$ cat src/rtl/matrix_operand_loader.sv
// Operand fetch stage for matrix_mult: reads two 4x4x16 matrices row by row and presents them packed.
// Define MATRIX_LOADER_TRANSPOSE_B_EN to store matrix B transposed in m2_out.
module matrix_operand_loader #(
  parameter int DIM    = 4,
  parameter int ELEM_W = 16,
  parameter int ADDR_W = 12
) (
  input  logic                      clk,
  input  logic                      reset,
  input  logic                      start,
  input  logic [ADDR_W-1:0]         base_a,
  input  logic [ADDR_W-1:0]         base_b,
  output logic                      mem_rd,
  output logic [ADDR_W-1:0]         mem_addr,
  input  logic [DIM*ELEM_W-1:0]     mem_rdata,
  input  logic                      mem_ready,
  output logic [DIM*DIM*ELEM_W-1:0] m1_out,
  output logic [DIM*DIM*ELEM_W-1:0] m2_out,
  output logic                      out_valid,
  input  logic                      out_accept,
  output logic                      busy
);

  localparam int ROW_W = DIM * ELEM_W;
  localparam int MAT_W = DIM * ROW_W;
  localparam int CNT_W = $clog2(DIM);

  typedef enum logic [1:0] {
    IDLE    = 2'd0,
    FETCH_A = 2'd1,
    FETCH_B = 2'd2,
    HOLD    = 2'd3
  } state_t;

  state_t             r_state;
  state_t             w_nextState;
  logic [CNT_W-1:0]   r_row;
  logic [ADDR_W-1:0]  r_baseA;
  logic [ADDR_W-1:0]  r_baseB;
  logic [MAT_W-1:0]   r_m1;
  logic [MAT_W-1:0]   r_m2;
  logic               w_lastRow;
  logic               w_capture;
  logic               w_startLoad;

  assign w_lastRow   = (r_row == CNT_W'(DIM - 1));
  assign w_capture   = mem_rd & mem_ready;
  assign w_startLoad = (r_state == IDLE) & start;

  always_ff @(posedge clk or posedge reset) begin
    if (reset) begin
      r_state <= IDLE;
    end else begin
      r_state <= w_nextState;
    end
  end

  // The request is held combinationally from state, so a stall simply freezes row and state.
  always_comb begin
    w_nextState = r_state;
    mem_rd      = 1'b0;
    mem_addr    = '0;
    out_valid   = 1'b0;
    busy        = 1'b1;
    case (r_state)
      IDLE: begin
        busy = 1'b0;
        if (start) begin
          w_nextState = FETCH_A;
        end
      end
      FETCH_A: begin
        mem_rd   = 1'b1;
        mem_addr = r_baseA + ADDR_W'(r_row);
        if (mem_ready && w_lastRow) begin
          w_nextState = FETCH_B;
        end
      end
      FETCH_B: begin
        mem_rd   = 1'b1;
        mem_addr = r_baseB + ADDR_W'(r_row);
        if (mem_ready && w_lastRow) begin
          w_nextState = HOLD;
        end
      end
      HOLD: begin
        out_valid = 1'b1;
        if (out_accept) begin
          w_nextState = IDLE;
        end
      end
      default: begin
        w_nextState = IDLE;
      end
    endcase
  end

  always_ff @(posedge clk or posedge reset) begin
    if (reset) begin
      r_row   <= '0;
      r_baseA <= '0;
      r_baseB <= '0;
    end else if (w_startLoad) begin
      r_row   <= '0;
      r_baseA <= base_a;
      r_baseB <= base_b;
    end else if (w_capture) begin
      r_row <= w_lastRow ? '0 : r_row + CNT_W'(1);
    end
  end

  // Rows overwrite the previous result in place; untouched rows keep the old load until written.
  always_ff @(posedge clk or posedge reset) begin
    if (reset) begin
      r_m1 <= '0;
      r_m2 <= '0;
    end else if (w_capture) begin
      if (r_state == FETCH_A) begin
        r_m1[int'(r_row)*ROW_W +: ROW_W] <= mem_rdata;
      end else begin
`ifdef MATRIX_LOADER_TRANSPOSE_B_EN
        for (int c = 0; c < DIM; c++) begin
          r_m2[c*ROW_W + int'(r_row)*ELEM_W +: ELEM_W] <= mem_rdata[c*ELEM_W +: ELEM_W];
        end
`else
        r_m2[int'(r_row)*ROW_W +: ROW_W] <= mem_rdata;
`endif
      end
    end
  end

  assign m1_out = r_m1;
  assign m2_out = r_m2;

endmodule

$ cat config.mk
export PLATFORM = sky130hd
export DESIGN_NAME = matrix_operand_loader
export DESIGN_NICKNAME = d
export VERILOG_FILES = /design/src/rtl/matrix_operand_loader.sv
export SDC_FILE = /design/constraint.sdc
export NUM_CORES = 1
export LEC_CHECK = 0
export ABC_AREA = 1
export CORE_AREA = 4 4 236 238
export CTS_BUF_LIST = sky130_fd_sc_hd__clkbuf_8 sky130_fd_sc_hd__clkbuf_16
export CTS_CLUSTER_SIZE = 30
export DETAILED_ROUTE_END_ITERATION = 8
export DIE_AREA = 0 0 240 242
export PLACE_DENSITY_LB_ADDON = 0.15
export SETUP_SLACK_MARGIN = 0.2
export SLEW_MARGIN = 30
export SYNTH_ARGS = -nofsm -noshare
export SYNTH_HDL_FRONTEND = slang
export SYNTH_SLANG_ARGS = --single-unit
$ cat constraint.sdc
create_clock -name clk -period 39.1 [get_ports clk]
set_input_delay 7.82 -clock clk [delete_from_list [all_inputs] [get_ports clk]]
set_output_delay 7.82 -clock clk [all_outputs]
set_load 0.02 [all_outputs]
==> impl_metrics.json, run 1 <==
{
  "outcome": "complete, no violations",
  "cts_tree": "done",
  "post_drt_wl_per_cell_um": 24.8,
  "reg2reg_from": "r_row[0]",
  "hold_depth": 2,
  "die_area_mm2": 0.0581,
  "antenna_found_initial": 4,
  "netlist-cell-type-count": 27,
  "fin_tns_setup_ns": 0,
  "dp.cells": 3090,
  "syn_area_per_cell_um2": 12.1,
  "synth_common_cells": "dfrtp_1, mux2_2, nand2_1, nor2_1, mux2_1",
  "first_pass_iters": 5,
  "drt-total-wl_mm": 79.0,
  "seq_area_frac_synth_pct": 60.0,
  "stdcell_count": 3193,
  "synth_warnings": 0,
  "slew_headroom_pct": 37.9,
  "grt_pass1_wl_mm": 117,
  "ys_seq_elements": 540,
  "powerDensity_mw_per_mm2": 71.5,
  "synthFlopType": "dfrtp_1",
  "worstSkewPairLatency_ns": 0.61,
  "post-synth-top-count-cell": "dfrtp_1",
  "crit_required_ns": 31.28,
  "syn_nets": 1964,
  "setup-violations-final": 0,
  "synthXorXnorAreaFrac_pct": 0,
  "coreArea_mm2": 0.0536,
  "cts-root-buf": "clkbuf_16",
  "synth_top_family_by_area": "multiplexers",
  "routabilityCongestion": 0.863,
  "ys_top_cells_by_area": "dfrtp_1, mux2_2, mux2_1",
  "place_area_mm2": 0.0293,
  "synth_top_area_share_pct": 60.0,
  "cts_resized": 0,
  "critPathCaptureType": "output pin",
  "async_flop_share_pct": 100,
  "whs_ns": 0.472,
  "die_y_um": 242,
  "dp_hpwl_mm": 56.5,
  "path_cells": "inv_1 > ha_1 > inv_1 > nand2_1 > nand2_1 > ha_1 > inv_1 > fa_1 > nand3b_1 > nor2_1 > nand4_1 > a21oi_1 > clkdlybuf4s50_1",
  "hold_buffers": 0,
  "grt_max_degree": 108,
  "drtIter0Drc": 947,
  "ant_nets": 0,
  "nNetsFinal": 2560,
  "track_usage_pct": 26.6,
  "start_util_pct": 42.0,
  "hold_path_startpoint": "m1_out[80]",
  "holdCritPathClass": "flop to flop",
  "via_per_inst": 5.19,
  "muxShareOfSynthArea_pct": 23.3,
  "final_layout_size_suffix_gt1_share_pct": 19.6,
  "post_cts_buffers": 0,
  "cpPeakStageDelay_ns": 0.62,
  "clockBufferDepth": 3,
  "timing.reg2reg.setup_slack_ns": 34.99,
  "synthSimpleGateAreaFrac_pct": 11.2,
  "cp_max_fo": 19,
  "drc": 0,
  "worstHoldEndpoint": "m1_out[80]",
  "design_area_mm2": 0.0312,
  "yosys.area_share.adder_pct": 0.811,
  "fmax_mhz": 84.4,
  "num-fill-cells": 4486,
  "period_minus_slack_ns": 11.85,
  "worstMarginPinSlew_ns": 0.931,
  "syn_inst": 1857,
  "die_w_um": 240,
  "r2r_end": "m1_out[248]",
  "p_leak_nw": 15.1,
  "worst_ep_arrival_time_ns": 4.03,
  "clock_sinks": 540,
  "crit_slowest_cell": "clkdlybuf4s50_1",
  "peakVddDrop_uv": 56.6,
  "cpMostUsedCell": "inv_1",
  "synth_area_mm2": 0.0225,
  "grt_pass1_vias": 17750,
  "worstSetupStartpointType": "flop",
  "portBuffers": 619,
  "vias": 16578,
  "numCtsBuffers": 56,
  "grt_overflow": 0,
  "final_max_slew_viol_count": 0,
  "rsz0062_at_grt": "false",
  "post-route-period-util_pct": 30.3,
  "synth_compound_area_share_pct": 0.616,
  "pin_count": 620,
  "skew_ns": 0.0196,
  "ff2ff_path_depth": 8,
  "clkTransAtPathRegs_ns": 0.06,
  "path_class": "flop to output pin",
  "htree_levels": 2,
  "area_delta_synth_final_pct": 38.3,
  "hold_violations": 0,
  "synth_edf_count": 0,
  "row_count": 85,
  "drv_cap": 0,
  "yosys.area.top_type": "dfrtp_1"
}
==> power by group <==
| part | switching [mW] | internal, mW |
|---|---|---|
| sequential | 0.0781 | 0.689 |
| clock | 0.222 | 0.295 |
| combinational | 0.563 | 0.381 |
==> sequential cells by signal (all words and copies together) (netlist names) <==
name / flops
r_state: 2
r_row: 2
m2_out: 256
m1_out: 256
r_baseB: 12
r_baseA: 12
==> through the flow <==
step	worst slack, ns	total power, mW	util (%)
finish	27.25	2.23	58.1
global route	26.83	2.33	58.1
CTS	27.22	2.24	58.0
detailed placement	27.31	1.72	54.7
global placement	27.45	1.70	54.6
floorplan	16.19	1.26	-
==> metal layers <==
metal / global-route usage (%) / vias up / part of all wire [%]
li1: - / 7339 / -
met1: 32.5 / 8448 / 39
met5: 0 / - / 0.034
met3: 8.34 / 156 / 8.6
met2: 44.6 / 631 / 48
met4: 9.78 / 4 / 4.1
==> final cells by class <==
type,instances,area (um^2),area share (%)
clock buffers,74,1660,5.33
repair buffers,643,6460,20.7
diodes,2,5.00,0.0161
clock inverters,26,126,0.405
well taps,696,871,2.79
flip-flops and latches,540,13500,43.4
multi-input cells,1115,8160,26.2
inverters,97,372,1.19
==> worst max-delay path by stage <==
stage / end / depth (start not counted) / from / slack [ns]
detailed placement: r_baseA[10] / 5 / reset / 27.31
global route: mem_addr[10] / 13 / r_state[0] / 26.83
CTS: mem_addr[10] / 13 / r_state[0] / 27.22
global placement: r_baseA[10] / 5 / reset / 27.45
finish: mem_addr[10] / 13 / r_state[0] / 27.25
floorplan: m1_out[0] / 1 / reset / 16.19
==> cells in the final DEF, fill, tap and decap left out, types with 2 or more instances in the layout <==
| master | count |
|---|---|
| clkdlybuf4s50_1 | 619 |
| dfrtp_1 | 539 |
| mux2_2 | 356 |
| nand2_1 | 265 |
| nor2_1 | 213 |
| mux2_1 | 110 |
| inv_1 | 105 |
| nor3_1 | 65 |
| clkbuf_16 | 57 |
| nand3_1 | 46 |
| clkbuf_8 | 17 |
| buf_4 | 15 |
| a21oi_1 | 13 |
| o21ai_0 | 12 |
| ha_1 | 11 |
| clkinv_2 | 11 |
| buf_6 | 6 |
| nor2_8 | 4 |
| nor2_4 | 4 |
| inv_2 | 3 |
| nand2_2 | 3 |
| nand4_1 | 3 |
| buf_16 | 3 |
| diode_2 | 2 |
| inv_6 | 2 |
==> kinds of logic (layout without fill, tap and decap cells) <==
family | count (synthesis) | in the layout
DFF | 540 | 540
muxes | 466 | 466
adders and majority gates | 14 | 14
other | 0 | 2
and+or+nand+nor | 608 | 608
AOI/OAI and AO/OA | 27 | 27
buffers and inverters | 202 | 840
==> critical path, delay by kind of cell, from the launching register on <==
kind / cells / cell delay (ns)
AO/OA/AOI/OAI: 1 / 0.16
adder cells (fa/ha/maj): 3 / 0.95
buffers and inverters: 4 / 1.06
flip-flops: 1 / 0.37
AND/OR/NAND/NOR: 5 / 0.86
Note: power is estimated with default switching activity, not from simulation.
==> run 2: changes to the inputs <==
--- a/config.mk
+++ b/config.mk
@@ -6,11 +6,11 @@
 export NUM_CORES = 1
 export LEC_CHECK = 0
 export ABC_AREA = 1
-export CORE_AREA = 4 4 236 238
+export CORE_AREA = 4 4 239 241
 export CTS_BUF_LIST = sky130_fd_sc_hd__clkbuf_8 sky130_fd_sc_hd__clkbuf_16
 export CTS_CLUSTER_SIZE = 30
 export DETAILED_ROUTE_END_ITERATION = 8
-export DIE_AREA = 0 0 240 242
+export DIE_AREA = 0 0 243 245
 export PLACE_DENSITY_LB_ADDON = 0.15
 export SETUP_SLACK_MARGIN = 0.2
 export SLEW_MARGIN = 30
==> constraint.sdc (replaced) <==
create_clock -name clk -period 10.77 [get_ports clk]
set_input_delay 2.154 -clock clk [delete_from_list [all_inputs] [get_ports clk]]
set_output_delay 2.154 -clock clk [all_outputs]
set_load 0.02 [all_outputs]
==> run 2 against run 1 <==
  * Sequential share of layout area is 0.087 points lower
  * Largest cell class unchanged
  * Total power grew to 3.7 times the previous value
  * Clock skew is 0.0034 ns lower
  * Setup slack worse by 23 ns
  * Utilization is 1.2 points lower
  * Non-clock buffer count is 2 lower
  * Highest routed layer unchanged
  * Routed wire length is 0.43% higher
  * Global-route usage is 0.69 points lower
  * Clock power grew to 3.7 times the previous value
  * Cell count is 0.34% higher
  * Combinational power grew to 3.6 times the previous value
  * Critical path depth stayed put
==> impl_metrics.json, run 2 (synthesized netlist as in run 1, its figures left out) <==
{
  "dp_hpwl_mm": 56.0,
  "intPower_mw": 5.00,
  "ant_nets": 0,
  "rsz0062_at_grt": "false",
  "num-fill-cells": 4572,
  "cts_tree": "done",
  "vias": 16627,
  "p_clk_share_pct": 23.8,
  "cts-root-buf": "clkbuf_16",
  "crit_required_ns": 8.62,
  "peakVddDrop_uv": 203,
  "grt_overflow": 0,
  "grt_pass1_vias": 17594,
  "clkTransAtPathRegs_ns": 0.06,
  "seqPwrFrac_pct": 34.5,
  "antenna_found_initial": 3,
  "combPwrFrac_pct": 41.6,
  "dp.cells": 3096,
  "fmax_mhz": 164,
  "routabilityCongestion": 0.895,
  "grt_pass1_wl_mm": 117,
  "clock_sinks": 540,
  "pin_count": 620,
  "regArea_mm2": 0.0135,
  "post-route-period-util_pct": 56.7,
  "track_usage_pct": 26.0,
  "die_w_um": 243,
  "start_util_pct": 41.1,
  "row_count": 86,
  "fin_tns_setup_ns": 0,
  "cp_max_fo": 19,
  "final_max_slew_viol_count": 0,
  "portBuffers": 619,
  "grt_max_degree": 169,
  "stdcell_count": 3204,
  "worstSetupStartpointType": "flop",
  "drv_cap": 0,
  "setup-violations-final": 0,
  "drc": 0,
  "post_drt_wl_per_cell_um": 24.8,
  "nNetsFinal": 2560,
  "hold_buffers": 0,
  "path_class": "flop to output pin",
  "numCtsBuffers": 58,
  "final_layout_size_suffix_gt1_share_pct": 19.4,
  "critPathCaptureType": "output pin",
  "power_mw": 8.15,
  "htree_levels": 2,
  "skew_ns": 0.0161,
  "outcome": "complete, no violations",
  "area_delta_synth_final_pct": 38.6,
  "worstMarginPinSlew_ns": 1.01,
  "switchingPower_mw": 3.15,
  "die_y_um": 245,
  "drt-total-wl_mm": 79.4,
  "die_area_mm2": 0.0595,
  "slew_headroom_pct": 33.0,
  "holdCritPathClass": "flop to flop",
  "powerDensity_mw_per_mm2": 261,
  "coreArea_mm2": 0.0549,
  "p_leak_nw": 15.1,
  "p_sw_share_pct": 38.6,
  "drtIter0Drc": 917,
  "hold_violations": 0,
  "period_minus_slack_ns": 6.11,
  "worstSkewPairLatency_ns": 0.62,
  "via_per_inst": 5.19,
  "clockBufferDepth": 3,
  "final_cell_mix": "clkdlybuf4s50_1, dfrtp_1, mux2_2, nand2_1, nor2_1",
  "whs_ns": 0.468,
  "final_common_cell": "clkdlybuf4s50_1",
  "first_pass_iters": 5,
  "multi_input_area_mm2": 0.00815,
  "cts_resized": 0,
  "post_cts_buffers": 0,
  "worst_ep_arrival_time_ns": 3.95
}
run 2: cell count changes in the layout (fill, tap and decap cells not counted), moves of 2 or more:
cell,previous run,this run
buf_6,6,3
inv_4,0,2
clkinvlp_4,0,2
clkinv_2,11,7
inv_2,3,1
inv_1,105,110
bufinv_16,0,2
run 2: power groups by stage:
stage                     registers, mW  logic [mW]  clock network [mW]
final                              2.81        3.39                1.94
after global routing               2.87        3.58                2.07
after CTS                          2.81        3.43                1.99
after detailed placement           2.84        3.42                   0
after global placement             2.82        3.37                   0
after floorplan                    3.26        1.31                   0
run 2: worst max-delay path: stages, from the launching register on:
cell	delay [ns]
dfrtp_1	0.38
inv_1	0.11
ha_1	0.42
inv_1	0.28
nand2_1	0.08
nand2_1	0.06
ha_1	0.15
inv_1	0.06
fa_1	0.37
nand3b_1	0.21
nor2_1	0.32
nand4_1	0.13
a21oi_1	0.16
clkdlybuf4s50_1	0.62
run 2: metrics by stage:
step                setup WS [ns]  utilization (%)  instance area, um^2
floorplan                    1.27                -                22500
global placement             5.40             53.3                29300
detailed placement           5.31             53.4                29300
CTS                          4.63             56.8                31200
global route                 4.33             56.9                31200
finish                       4.66             56.9                31200
run 2: worst paths after layout:
| check | startpoint | end | slack [ns] | cells after the start |
|---|---|---|---|---|
| setup / recovery | r_state[0] | mem_addr[10] | 4.66 | 13 |
| hold / removal | m1_out[71] | m1_out[71] | 0.47 | 2 |
| setup reg to reg | r_row[0] | m1_out[45] | 6.58 | 7 |
| hold reg to reg | m1_out[71] | m1_out[71] | 0.47 | 2 |
| max in group asynchronous | reset | m2_out[59] | 6.70 | 5 |
| min in group asynchronous | reset | m1_out[224] | 1.98 | 2 |
run 2: metal layers:
layer  wire, um  track usage, %
met5         13               0
met4       3110            9.44
met3       6230            7.65
met2      38400            43.5
met1      31600            32.1
run 2: final cells by class:
type | instances | share of cell area (%)
multi-input cells | 1115 | 26.1
inverters | 97 | 1.19
flip-flops and latches | 540 | 43.3
clock inverters | 30 | 0.641
diodes | 3 | 0.0240
well taps | 704 | 2.82
repair buffers | 641 | 20.6
clock buffers | 74 | 5.35
